`src/rtl/uart_rx_cfg.sv`:
```
// Parametrised UART receiver: 3-flop input synchroniser, mid-bit 3-sample
// majority vote, false-start rejection, optional parity, 1 or 2 stop bits.
module uart_rx_cfg #(
    parameter int CLKS_PER_BIT = 29,
    parameter int DATA_BITS    = 8,
    parameter int PARITY       = 0,
    parameter int STOP_BITS    = 1
) (
    input  logic                 clk,
    input  logic                 rst_n,
    input  logic                 rs232,
    output logic [DATA_BITS-1:0] rx_data,
    output logic                 rx_valid,
    output logic                 parity_err,
    output logic                 frame_err,
    output logic                 busy
);

    localparam int CNT_W = $clog2(CLKS_PER_BIT);
    localparam int MID   = CLKS_PER_BIT / 2;

    localparam logic [CNT_W-1:0] CNT_LAST = CNT_W'(CLKS_PER_BIT - 1);
    localparam logic [CNT_W-1:0] CNT_MM1  = CNT_W'(MID - 1);
    localparam logic [CNT_W-1:0] CNT_MID  = CNT_W'(MID);
    localparam logic [CNT_W-1:0] CNT_MP1  = CNT_W'(MID + 1);
    localparam logic [3:0]       LAST_DATA = 4'(DATA_BITS - 1);
    localparam logic [3:0]       LAST_STOP = 4'(STOP_BITS - 1);

    typedef enum logic [2:0] {
        IDLE,
        START,
        DATA,
        PAR,
        STOP
    } state_t;

    state_t               state, state_n;
    logic [CNT_W-1:0]     cnt, cnt_n;
    logic [3:0]           idx, idx_n;
    logic                 s1, s2, s3;
    logic                 samp_a, samp_b;
    logic [DATA_BITS-1:0] shreg, shreg_n;
    logic                 perr, perr_n;
    logic                 ferr, ferr_n;
    logic                 done;
    logic                 fall;
    logic                 maj;
    logic                 decide;
    logic                 wrap;
    logic                 exp_par;

    // Majority of three samples: a single corrupted sample cannot flip the bit.
    function automatic logic maj3(input logic a, input logic b, input logic c);
        return (a & b) | (a & c) | (b & c);
    endfunction

    // Stage: asynchronous pin into the clock domain, plus one delay for edge detect.
    always_ff @(posedge clk) begin
        if (!rst_n) begin
            s1 <= 1'b1;
            s2 <= 1'b1;
            s3 <= 1'b1;
        end else begin
            s1 <= rs232;
            s2 <= s1;
            s3 <= s2;
        end
    end

    assign fall    = !s2 && s3;
    assign decide  = (cnt == CNT_MP1);
    assign wrap    = (cnt == CNT_LAST);
    assign maj     = maj3(samp_a, samp_b, s2);
    assign exp_par = (PARITY == 2) ? (^shreg) : ~(^shreg);
    assign busy    = (state != IDLE);

    // Capture the two early mid-bit samples; the third is s2 at the decision point.
    always_ff @(posedge clk) begin
        if (cnt == CNT_MM1) samp_a <= s2;
        if (cnt == CNT_MID) samp_b <= s2;
        shreg <= shreg_n;
    end

    // Next-state logic: baud counter, bit index, shift register and error flags.
    always_comb begin
        state_n = state;
        cnt_n   = wrap ? '0 : cnt + 1'b1;
        idx_n   = idx;
        shreg_n = shreg;
        perr_n  = perr;
        ferr_n  = ferr;
        done    = 1'b0;
        case (state)
            IDLE: begin
                cnt_n = '0;
                idx_n = '0;
                if (fall) begin
                    state_n = START;
                    perr_n  = 1'b0;
                    ferr_n  = 1'b0;
                end
            end
            START: begin
                if (decide && maj) begin
                    // Start bit did not hold low to mid-bit: treat it as a glitch.
                    state_n = IDLE;
                    cnt_n   = '0;
                end else if (wrap) begin
                    state_n = DATA;
                    idx_n   = '0;
                end
            end
            DATA: begin
                if (decide) shreg_n = {maj, shreg[DATA_BITS-1:1]};
                if (wrap) begin
                    if (idx == LAST_DATA) begin
                        idx_n   = '0;
                        state_n = (PARITY != 0) ? PAR : STOP;
                    end else begin
                        idx_n = idx + 1'b1;
                    end
                end
            end
            PAR: begin
                if (decide && (maj != exp_par)) perr_n = 1'b1;
                if (wrap) begin
                    state_n = STOP;
                    idx_n   = '0;
                end
            end
            STOP: begin
                if (decide) begin
                    if (!maj) ferr_n = 1'b1;
                    if (idx == LAST_STOP) begin
                        // Leave at mid-bit so a start edge half a bit later is seen.
                        state_n = IDLE;
                        cnt_n   = '0;
                        done    = 1'b1;
                    end
                end else if (wrap) begin
                    idx_n = idx + 1'b1;
                end
            end
            default: begin
                state_n = IDLE;
                cnt_n   = '0;
                idx_n   = '0;
            end
        endcase
    end

    // Stage: control state register.
    always_ff @(posedge clk) begin
        if (!rst_n) begin
            state <= IDLE;
            cnt   <= '0;
            idx   <= '0;
            perr  <= 1'b0;
            ferr  <= 1'b0;
        end else begin
            state <= state_n;
            cnt   <= cnt_n;
            idx   <= idx_n;
            perr  <= perr_n;
            ferr  <= ferr_n;
        end
    end

    // Stage: frame delivery; data and flags hold until the next completed frame.
    always_ff @(posedge clk) begin
        if (!rst_n) begin
            rx_data    <= '0;
            rx_valid   <= 1'b0;
            parity_err <= 1'b0;
            frame_err  <= 1'b0;
        end else begin
            rx_valid <= done;
            if (done) begin
                rx_data    <= shreg;
                parity_err <= perr_n;
                frame_err  <= ferr_n;
            end
        end
    end

endmodule

```
`config.mk`:
```
export PLATFORM = sky130hd
export DESIGN_NAME = uart_rx_cfg
export DESIGN_NICKNAME = d
export VERILOG_FILES = /design/src/rtl/uart_rx_cfg.sv
export SDC_FILE = /design/constraint.sdc
export NUM_CORES = 1
export LEC_CHECK = 0
export CAP_MARGIN = 20
export CORE_MARGIN = 3
export CORE_UTILIZATION = 40
export DETAILED_ROUTE_END_ITERATION = 8
export HOLD_SLACK_MARGIN = 0.06
export SYNTH_ARGS = -nofsm -noshare
export SYNTH_HDL_FRONTEND = slang
export SYNTH_SLANG_ARGS = --single-unit
```
`constraint.sdc`:
```
create_clock -name clk -period 5.9 [get_ports clk]
set_clock_uncertainty 0.05 [all_clocks]
set_input_delay 1.18 -clock clk [delete_from_list [all_inputs] [get_ports clk]]
set_output_delay 1.18 -clock clk [all_outputs]
set_load 0.1 [all_outputs]
```
==> After elaboration in Yosys (flattened, before gate mapping) <==
Cells that the tools add are included.
{ "word_totals": {"reg_bits": 38, "latchBits": 0, "ram_bits": 0, "romBits": 0, "output_inout_bits": 12, "memories": 0} }
{ "classes": {"add_sub_neg": 2, "multipliers": 0, "n_div": 0, "order_cmp": 0, "n_eq_ne": 20, "n_shift": 0, "muxes": 31, "bitwise": 6, "n_reduce_logical": 12} }
{ "ops": {"columns": ["op", "count"], "rows": [
  ["two-way mux 3 bit", 8],
  ["two-way mux 4 bit", 6],
  ["two-way mux 5 bit", 4],
  ["inequality test 2 bit (second input constant)", 9],
  ["one-hot mux 4 bit (4 select lines)", 1],
  ["== test 5 x 4 -> 1 bit (second input constant)", 3],
  ["one-hot mux 3 bit (5 select lines)", 1],
  ["one-hot mux 5 bit (3 select lines)", 1],
  ["two-way mux 1 bit", 8],
  ["parity 8 bit", 1],
  ["AND reduction 7 bit", 1],
  ["== test 3 x 2 -> 1 bit (second input constant)", 2],
  ["adder 5 x 1 -> 5 bit (second input constant)", 1],
  ["== test 5 bit (second input constant)", 1],
  ["adder 4 x 1 -> 4 bit (second input constant)", 1],
  ["== test 4 x 3 -> 1 bit (second input constant)", 1],
  ["logical NOT 4 bit", 1],
  ["one-hot mux 1 bit (2 select lines)", 2],
  ["AND reduction 4 bit", 1],
  ["AND 1 bit", 3],
  ["== test 3 x 1 -> 1 bit (second input constant)", 1],
  ["== test 3 bit (second input constant)", 1],
  ["logical AND 1 bit", 3],
  ["logical NOT 3 bit", 1],
  ["8 further kinds", 9]
]} }

==> Logic depth before layout (Yosys ltp) <==
Gate-level depths: netlist (run 1).
{ "logic_depth": {"word_depth": 7, "ltp_mapped": 9, "mapped_depth_nobuf": 8} }

==> Worst setup path before layout (run 1) <==
Ideal clock, no wire load.
{ "synth_path": {"path_type": "register to output", "startpoint": "register state[2]", "endpoint": "output busy", "t_arrival_ns": 1.348, "setup_slack_ns": 3.322, "stages_incl_launch_ff": 4, "n_path_buf": 1, "cell_sequence": "dfxtp_1 > clkbuf_1 > inv_1 > nand2_1"} }
{ "synth_between": {"elab_chain_len": 1} }
{ "synth_lines": {"columns": ["item", "line", "source"], "rows": [
  ["from (decl)", "37", "state_t state, state_n;"],
  ["from (signal assigned)", "161", "state <= state_n;"],
  ["nonzero test 3 bit", "75", "assign busy = (state != IDLE);"],
  ["to (decl)", "16", "output logic busy"]
]} }
No other way between the ends.

==> Final worst setup path (run 1) <==
{ "layout_path": {"startpoint": "register state[0]", "endpoint": "output busy"} }
The elaborated chain is that of the path after synthesis.

==> results of run 1 <==
[cells in the mapped netlist, types with 3 or more instances]
cell / number
inv_1: 9
nand2_1: 9
clkbuf_1: 3
o21ai_0: 5
xnor2_1: 7
a21oi_1: 10
nor2b_1: 3
ha_1: 7
dfxtp_1: 28
mux2i_1: 8
edfxtp_1: 10
nand2b_1: 6
nor2_1: 18
nor3_1: 3
[path summary, 6_finish.rpt]
| check | slack [ps] | to | from | cells after the start |
|---|---|---|---|---|
| hold reg to reg | 370 | s2 | s1 | 1 |
| setup reg to reg | 3330 | rx_data[0] | cnt[0] | 8 |
| hold / removal | 370 | s2 | s1 | 1 |
| setup / recovery | 2350 | busy | state[0] | 3 |
[routing by layer]
layer / global-route usage [%] / up-vias / share of wire (%)
li1: - / 590 / -
met1: 16.6 / 555 / 44
met2: 23.3 / 28 / 50
met3: 4.83 / 8 / 3.8
met4: 7.10 / 0 / 1.9
met5: 0 / - / 0
[kinds of logic (layout without fill, tap and decap cells)]
family,Yosys count,count (layout),share of synthesized area (%)
compound gates,28,28,11.4
xor+xnor,9,9,5.47
fa+ha+maj,8,8,5.83
buf+inv,15,32,3.62
flops,38,38,50.8
mux,8,8,4.73
simple gates,55,55,18.2
[report_power, final]
| part | total [mW] | internal, mW | switching (mW) |
|---|---|---|---|
| sequential | 0.269 | 0.267 | 0.00193 |
| combinational | 0.0144 | 0.00483 | 0.00960 |
| clock | 0.167 | 0.0818 | 0.0848 |
[state kept, by name, summed over array words and instances, names as in the netlist]
name and count:
shreg 8, samp_a 1, perr 1, rx_valid 1
s3 1, ferr 1, cnt 5, state 3
s2 1, parity_err 1, frame_err 1, samp_b 1
rx_data 8, s1 1, idx 4
[cell type report]
cell class	instances	area [um2]
multi-input cells	108	772
inverters	10	37.5
clock inverters	2	10.0
flip-flops and latches	38	861
fillers	365	2100
clock buffers	6	72.6
repair buffers	14	140
well taps	50	62.6
==> impl_metrics.yaml, run 1 <==
clock_network:
  root_buffer: "clkbuf_8"
  cts_sinks: 38
  numCtsBuffers: 5
  htreeDepth: 2
  clockBufferDepth: 2
  clkTransAtPathRegs_ps: 70
  post_cts_buffers: 0
  clk_latency_ps: 280
  cts_resized: 0
  cts_tree: "yes"
  hold_buffers: 0
synthesis:
  syn-num-nets: 171
  netlist.area_leader.share_pct: 33.1
  synthCells: 161
  yosys.area.top_type: "dfxtp_1"
  synth_cell_type_count: 42
  synth_seq_cells: 38
  yosysWarnings: 0
  ys.flop_type: "dfxtp_1"
  synthTopCellsByArea: "dfxtp_1 33%, edfxtp_1 18%, ha_1 5.2%, mux2i_1 4.7%, nor2_1 4.0%"
  syn_area_um2: 1690
  synth-async-reset-ratio_pct: 0
  synth_edf_count: 10
  synth_area_per_cell_um2: 10.5
  ys_seq_area_share_pct: 50.8
placed_design:
  place_congestion: 0.815
  placed_cells: 220
  dp_hpwl_um: 2280
  place_area_um2: 1870
  dp_slack_ps: 2680
  port_buffers: 14
cells_and_area:
  area_growth_pct: 15.4
  n_antenna_cell: 0
  drive_gt1_share_pct: 7.87
  final_common_cell: "dfxtp_1"
  finalNetCount: 187
  layout_common_cells: "28 x dfxtp_1, 18 x nor2_1, 14 x clkdlybuf4s50_1"
  postLayoutCoreUtil_pct: 48.2
  fin_cells: 228
  stdcell_area_um2: 1960
detailed_routing:
  first_pass_iters: 4
  viasPerCell: 5.18
  ant_nets: 0
  wl_per_cell_um: 13.9
  wl_um: 3160
  vias: 1181
  drt_iter0_drc: 47
  post-route-drc-count: 0
timing:
  slew-limit-headroom_pct: 34.6
  period_needed_ps: 3550
  period_share_pct: 60.1
  setup_violations: 0
  worstMarginPinSlew_ps: 977
  rsz0062_at_grt: "false"
  timing_hold_violations_final: 0
  fin_tns_setup_ps: 0
  holdWs_ps: 372
  finalMaxSlewViolations: 0
  fmax_mhz: 282
  timing.final.ws_setup_ps: 2350
min_path:
  hp-class: "register to register"
pwr:
  leakagePower_nw: 0.685
  power_density_nw_per_um2: 230
  ir_drop_mv: 0.0981
  fin_total_pwr_mw: 0.450
worst_setup_path:
  max_stage_delay_ps: 1150
  cp.required_ps: 4670
  cp.buffers_inverters: 1
  worstSetupPathType: "register to output port"
  crit_path_end_kind: "output port"
  cp_max_fo: 12
  start_kind: "register"
  critPathSlowestCell: "clkdlybuf4s50_1"
  path_cells: "nor2_1 > nand2_1 > clkdlybuf4s50_1"
  path_delay_family: "buffers and inverters"
  critPathArrivalTime_ps: 2320
job:
  drv_cap: 0
floorplanning:
  die_w_um: 71.1
  start_util_pct: 41.8
  placeableCoreArea_um2: 4060
  placementRows: 23
  ios: 15
  die-area_um2: 5050
  die_h_um: 71.1
global_routing:
  grt_pass1_wl_um: 5710
  grt_overflow: 0
  grt_usage_pct: 14.2
  grt_pass1_vias: 1270
  antenna_found_initial: 0
  grt_max_degree: 19
outcome:
  outcome: "finished clean"
Power figures use the tool's default switching activity.
==> run 2: changes to the inputs <==
clock period = 3.3 ns   (was 5.9 ns; I/O delays follow)
==> run 2 against run 1 <==
Compared with the run above:
- worst hold slack got worse by 6.2 ps
- critical path depth increased by 5
- via count decreased by 1.6%
- power increased by 80%
- cell area decreased by 1.4%
- register-to-register slack got worse by 2500 ps
- critical endpoint is now rx_data[0]
- largest power group unchanged
==> impl_metrics.yaml, run 2 (same netlist as run 1, synthesis figures left out) <==
global_routing:
  grt_overflow: 0
  grt_usage_pct: 12.5
  grtUsageMet2_pct: 20.5
  grt_pass1_vias: 1106
  antenna_found_initial: 0
  grtUsageMet3_pct: 4.26
  grtUsageMet1_pct: 14.9
  grt-busiest-layer: "met2"
  grt_max_degree: 19
  grt_pass1_wl_um: 4960
worst_setup_path:
  crit_path_end_kind: "register"
  max_stage_delay_ps: 580
  crit_top_cell: "ha_1"
  worstSetupPathType: "register to register"
  critPathArrivalTime_ps: 2610
  critPathSlowestCell: "and3_1"
  cp.buffers_inverters: 0
  start_kind: "register"
  path_cells: "ha_1 > and3_2 > ha_1 > nand2_1 > nor3_1 > and3_1 > mux2i_1 > nor2_1"
  path_delay_family: "simple AND/OR/NAND/NOR gates"
  cp.required_ps: 3420
  cp_max_fo: 10
timing:
  slew-limit-headroom_pct: 61.8
  timing_hold_violations_final: 0
  timing.final.ws_setup_ps: 808
  holdWs_ps: 366
  worstMarginPinSlew_ps: 572
  period_needed_ps: 2490
  rsz0062_at_grt: "false"
  fmax_mhz: 401
  fin_tns_setup_ps: 0
  period_share_pct: 75.5
  setup_violations: 0
  finalMaxSlewViolations: 0
floorplanning:
  die_w_um: 71.1
  die_h_um: 71.1
  placementRows: 23
  die-area_um2: 5050
  ios: 15
  start_util_pct: 41.8
  placeableCoreArea_um2: 4060
detailed_routing:
  vias: 1162
  post-route-drc-count: 0
  viasPerCell: 5.10
  wl_um: 2960
  first_pass_iters: 4
  drt_iter0_drc: 26
  ant_nets: 0
  wl_per_cell_um: 13.0
clock_network:
  cts_tree: "yes"
  clk_latency_ps: 280
  clkTransAtPathRegs_ps: 70
  cts_resized: 0
  hold_buffers: 0
  cts_sinks: 38
  numCtsBuffers: 5
  htreeDepth: 2
  post_cts_buffers: 0
  clockBufferDepth: 2
  root_buffer: "clkbuf_8"
cells_and_area:
  final_common_cell: "dfxtp_1"
  regArea_um2: 861
  n_antenna_cell: 0
  postLayoutCoreUtil_pct: 47.5
  area_growth_pct: 13.8
  layout_common_cells: "28 x dfxtp_1, 18 x nor2_1, 12 x buf_4"
  multi_input_comb_area_um2: 772
  finalNetCount: 187
  n_fill_cell: 391
  drive_gt1_share_pct: 14.6
  reg_top3: "rx_data x8, shreg x8, cnt x5"
placed_design:
  place_congestion: 0.788
  dp_hpwl_um: 2110
  port_buffers: 14
  dp_slack_ps: 801
job:
  drv_cap: 0
pwr:
  leakagePower_nw: 0.706
  ir_drop_mv: 0.158
  power_density_nw_per_um2: 420
outcome:
  outcome: "finished clean"
min_path:
  hp-class: "register to register"
-- run 2: cell types whose count changed in the layout (fill, tap and decap cells not counted) --
cell / previous run / this run
clkbuf_1: 1 / 0
clkdlybuf4s50_1: 14 / 2
clkinvlp_4: 0 / 1
clkinv_2: 2 / 1
buf_4: 0 / 12
clkinv_1: 1 / 2
-- run 2: through the flow --
| stage | total power, mW | area [um2] | instances |
|---|---|---|---|
| floorplan | 0.510 | 1690 | 161 |
| global placement | 0.517 | 1840 | 220 |
| detailed placement | 0.518 | 1840 | 220 |
| CTS | 0.825 | 1930 | 228 |
| global route | 0.845 | 1930 | 228 |
| finish | 0.810 | 1930 | 228 |
-- run 2: final timing paths --
check                           slack, ps  cells past startpoint          to  startpoint
worst min register to register        370                      1          s2          s1
worst min-delay path                  370                      1          s2          s1
worst max-delay path                  810                      8  rx_data[0]      cnt[0]
worst max register to register        810                      8  rx_data[0]      cnt[0]
-- run 2: power by group --
group	internal, mW	switching (mW)
registers	0.478	0.00343
logic	0.00837	0.0169
clock network	0.144	0.159
-- run 2: cell type report --
type	count	area share, %
inverters	10	1.95
well taps	50	3.24
clock buffers	5	3.57
flip-flops and latches	38	44.6
multi-input cells	108	40.0
clock inverters	3	0.844
repair buffers	14	5.71
-- run 2: per-layer routing --
metal  share of wire (%)  routed length, um
met1                  46               1360
met2                  48               1420
met3                 4.4                129
met4                 1.8                 53
met5                   0                  0
==> run 3: changes to the inputs <==
clock period = 2.5 ns   (was 3.3 ns; I/O delays follow)
==> run 3 against run 2 <==
Compared with the run above:
- cell count rose by 1.8%
- first-iteration DRC count rose by 27%
- worst hold slack improved by 6.5 ps
- non-clock buffer count rose by 4
- sequential cell count did not move
- setup slack got worse by 680 ps
- count of clock-buffer cells in the layout did not move
- global-route usage rose by 1.1 points
- clock power rose by 110%
- critical path depth did not move
- utilization rose by 2.0 points
==> impl_metrics.yaml, run 3 (same netlist as run 1, synthesis figures left out) <==
outcome:
  outcome: "finished clean"
clock_network:
  post_cts_buffers: 0
  cts_tree: "yes"
  numCtsBuffers: 5
  clkTransAtPathRegs_ps: 70
  cts_sinks: 38
  clk_latency_ps: 290
  clockBufferDepth: 2
  hold_buffers: 0
  cts_resized: 0
  htreeDepth: 2
  root_buffer: "clkbuf_8"
worst_setup_path:
  crit_path_end_kind: "register"
  worstSetupPathType: "register to register"
  r2r_slack_ps: 130
  critPathSlowestCell: "or4_1"
  crit_top_cell: "ha_1"
  max_stage_delay_ps: 540
  path_cells: "ha_1 > and3_2 > ha_1 > nor2b_1 > a21oi_2 > o311ai_2 > or4_1 > a21oi_1"
  cp.required_ps: 2670
  start_kind: "register"
  critPathArrivalTime_ps: 2540
  cp_max_fo: 8
  rr_endpoint: "idx[3]"
  rr_worst_depth: 8
  timing.rr.start: "cnt[0]"
cells_and_area:
  drive_gt1_share_pct: 17.0
  finalNetCount: 191
  stdcell_area_um2: 2010
  final_common_cell: "dfxtp_1"
  reg_top3: "rx_data x8, shreg x8, cnt x5"
  layout_common_cells: "28 x dfxtp_1, 18 x nor2_1, 16 x buf_4"
  postLayoutCoreUtil_pct: 49.6
  fin_cells: 232
  area_growth_pct: 18.7
  n_antenna_cell: 0
min_path:
  hold_depth: 1
  holdPathEnd: "s2"
  hp-class: "register to register"
  hold_start: "s1"
timing:
  setup_violations: 0
  timing_hold_violations_final: 0
  rsz0062_at_grt: "false"
  fmax_mhz: 422
  worstMarginPinSlew_ps: 498
  period_needed_ps: 2370
  slew-limit-headroom_pct: 66.7
  timing.final.ws_setup_ps: 133
  period_share_pct: 94.7
  finalMaxSlewViolations: 0
  holdWs_ps: 372
  fin_tns_setup_ps: 0
floorplanning:
  placeableCoreArea_um2: 4060
  ios: 15
  die-area_um2: 5050
  die_h_um: 71.1
  start_util_pct: 41.8
  die_w_um: 71.1
  placementRows: 23
pwr:
  leakagePower_nw: 0.753
  fin_total_pwr_mw: 1.30
  ir_drop_mv: 0.263
  power_density_nw_per_um2: 645
detailed_routing:
  ant_nets: 0
  wl_um: 3080
  viasPerCell: 5.11
  wl_per_cell_um: 13.3
  vias: 1186
  first_pass_iters: 4
  post-route-drc-count: 0
  drt_iter0_drc: 33
placed_design:
  dp_slack_ps: 142
  port_buffers: 14
  place_area_um2: 1870
  placed_cells: 224
  dp_hpwl_um: 2160
  place_congestion: 0.779
global_routing:
  grt_max_degree: 14
  grt_usage_pct: 13.5
  grt_pass1_vias: 1161
  grt_overflow: 0
  antenna_found_initial: 0
  grt_pass1_wl_um: 5310
job:
  drv_cap: 0
## run 3: per-layer routing
layer  track usage [%]  part of all wire [%]
met5                 0                     0
met4              7.52                   2.4
met3              2.98                   2.9
met2              22.9                    49
met1              15.8                    46
## run 3: worst max path at each step
stage	cells past startpoint	from	slack, ps	endpoint
after CTS	8	cnt[0]	130	idx[3]
after global placement	8	cnt[0]	210	idx[3]
after detailed placement	8	cnt[0]	140	idx[3]
final	8	cnt[0]	130	idx[3]
after global routing	8	cnt[0]	9	idx[0]
after floorplan	8	cnt[0]	310	idx[3]
## run 3: critical path: cells and delay by family, from the launching register on
family,cells,cell delay [ps]
AO/OA/AOI/OAI,3,460
adder cells (fa/ha/maj),2,490
flip-flops,1,350
AND/OR/NAND/NOR,3,940
## run 3: area by class of cell
type	count	area, um2
Sequential cell	38	861
Timing Repair Buffer	18	140
Clock inverter	3	68.8
Inverter	10	37.5
Fill cell	379	2050
Tap cell	50	62.6
Clock buffer	5	68.8
Multi-Input combinational cell	108	772
## run 3: power breakdown
part / internal, mW / total [mW] / leakage (nW) / switching [mW]
combinational: 0.0132 / 0.0361 / 0.370 / 0.0229
sequential: 0.631 / 0.635 / 0.315 / 0.00436
clock: 0.400 / 0.626 / 0.0683 / 0.226
total: 1.04 / 1.30 / 0.753 / 0.253
==> variant, RTL diff (config.mk and constraints of run 3) <==
Make the reset (`rst_n`) asynchronous in 3 clocked blocks.
--- a/src/rtl/uart_rx_cfg.sv
+++ b/src/rtl/uart_rx_cfg.sv
@@ -57,3 +57,3 @@
     // Stage: asynchronous pin into the clock domain, plus one delay for edge detect.
-    always_ff @(posedge clk) begin
+    always_ff @(posedge clk or negedge rst_n) begin
         if (!rst_n) begin
@@ -152,3 +152,3 @@
     // Stage: control state register.
-    always_ff @(posedge clk) begin
+    always_ff @(posedge clk or negedge rst_n) begin
         if (!rst_n) begin
@@ -169,3 +169,3 @@
     // Stage: frame delivery; data and flags hold until the next completed frame.
-    always_ff @(posedge clk) begin
+    always_ff @(posedge clk or negedge rst_n) begin
         if (!rst_n) begin
Formal check against the unedited RTL: differs if rst_n is asserted again (counterexample within 4 cycles, from zero or initial values and one cycle with rst_n low); with rst_n held inactive, the same outputs for 10 cycles.
==> variant against run 3 <==
- setup slack gained 0.18 ns
- non-clock buffer count shrank 1
- routed wire length shrank 2.9%
- design area grew 0.81%
- sequential cell count is the same
- die area grew 3.1%
- sequential share of layout area grew 6.8 points
- synthesized area grew 3.4%
- core utilization shrank 0.30 points
- critical endpoint is now state[2]
- largest cell class unchanged
Power is not compared: it rests on default switching activity, and its combinational part moved more than twofold at a synthesized area within 25%.
==> variant: results (changes against run 3) <==
Global routing
  • Tot GR Track Use: 13.1% (-0.48 points)
  • Largest net degree at the start of global routing: 29 (+15)
  • GR Layer Usage met3: 4.29% (+1.3 points)
  • Antenna violations before repair: 0 (unchanged)
  • First-pass GRT wire length: 5260 microns (-1.1%)
  • GR Util met2: 20.7% (-2.1 points)
  • Vias in the first global route: 1152 (-0.78%)
  • Met1 Use GR: 16.8% (+0.94 points)

STA
  • Worst-Margin Slew: 0.435 ns (-0.0628 ns)
  • Min cycle time layout: 2.19 ns (-0.181 ns)

Placement
  • Post-placement cell count: 206 (-8.0%)
  • Gpl congestion: 0.808 (+3.7%)
  • DP HPWL: 2130 microns (-1.5%)
  • Placement Setup Slack: 0.362 ns (+0.220 ns)
  • Area after DPL: 1920 sq um (+2.5%)
  • I/O Buffers: 14 (unchanged)

Critical path
  • R2R Path Start: cnt[0]
  • CP delay by family, top: compound AO/OA/AOI/OAI gates
  • CP arrival: 2.27 ns (-0.27 ns)
  • Slowest stage delay, CP: 0.42 ns (-0.12 ns)
  • Worst setup startpoint: cnt[0]
  • Critical Path End: state[2]
  • Flop2flop setup slack: 0.31 ns (+0.18 ns)
  • R2R depth: 7 (-1)
  • Slowest stage cell, crit path: dfrtp_1

Yosys
  • Synthesized Nets: 154 (-9.9%)
  • Mux cell area share after synthesis: 5.79% (+1.1 points)
  • Synth Area in Compound Gates: 7.71% (-3.7 points)
  • Adder-Cell Fraction of Synth Area: 5.64% (-0.19 points)
  • Post-synthesis xor/xnor area fraction: 5.50% (+0.035 points)
  • FFs w/ async S/R, synth: 73.7% (+74 points)
  • Mapped Cells: 144 (-11%)
  • Post-synth cell types: 41 (-2.4%)
  • Post-synth top cells: 25 x dfrtp_1, 12 x nand2_1, 10 x edfxtp_1, 10 x xnor2_1
  • Commonest register cell after synthesis: dfrtp_1
  • Seq/Total Area, Yosys: 57.4% (+6.5 points)
  • Synth top area cells: dfrtp_1 36%, edfxtp_1 17%, mux2_1 5.1%, ha_1 5.0%, xnor2_1 5.0%

Cells and area
  • Number of diodes: 0 (unchanged)
  • Layout cell share with drive strength beyond 1: 18.3% (+1.3 points)
  • Post-route insts no fill: 214 (-7.8%)
  • FILL cells: 373 (-1.6%)
  • Final nets: 173 (-9.4%)

Clock tree
  • Post-CTS Resized: 0 (unchanged)
  • Setup repair bufs after CTS: 0 (unchanged)
  • Reg clk slew, reported paths: 0.07 ns (about the same)

Route
  • Met3 WL: 103 microns (+17%)
  • Vias: 1113 (-6.2%)
  • 1st-iter DRT viols: 48 (+45%)
  • Routed Wire Length: 2990 microns (-2.9%)
  • Met2 Routed Length: 1380 microns (-8.6%)
  • Metal-1 WL: 1470 microns (+4.3%)

Outcome
  • Outcome: finished clean

Pwr
  • Max VDD drop: 0.000435 V
==> variant: changes by cell type in the layout (fill, tap and decap cells not counted), moves of 5 or more <==
cell / change
mux2i_1: -8
mux2_1: +8
dfrtp_1: +25
a21oi_1: -10
nor2_1: -11
nand2b_1: -5
dfxtp_1: -28
==> variant: worst min-delay path by stage <==
stage                     start      to  slack (ns)  cells past startpoint
after floorplan           rst_n  cnt[0]        0.15                      0
after global placement       s1      s2        0.30                      0
after detailed placement     s1      s2        0.30                      0
after CTS                    s1      s2        0.31                      0
after global routing         s1      s2        0.31                      0
final                        s1      s2        0.31                      0
==> variant: power by group <==
part	switching (mW)	total [mW]	internal, mW
registers	0.100	0.788	0.687
logic	0.299	0.468	0.169
clock network	0.205	0.499	0.294
==> variant: area by class of cell <==
class                           count  area share [%]
Sequential cell                    38            49.6
Multi-Input combinational cell     93            34.1
Timing Repair Buffer               17            6.54
Clock buffer                        6            3.58
Tap cell                           50            3.09
Clock inverter                      2            1.67
Inverter                            8            1.48
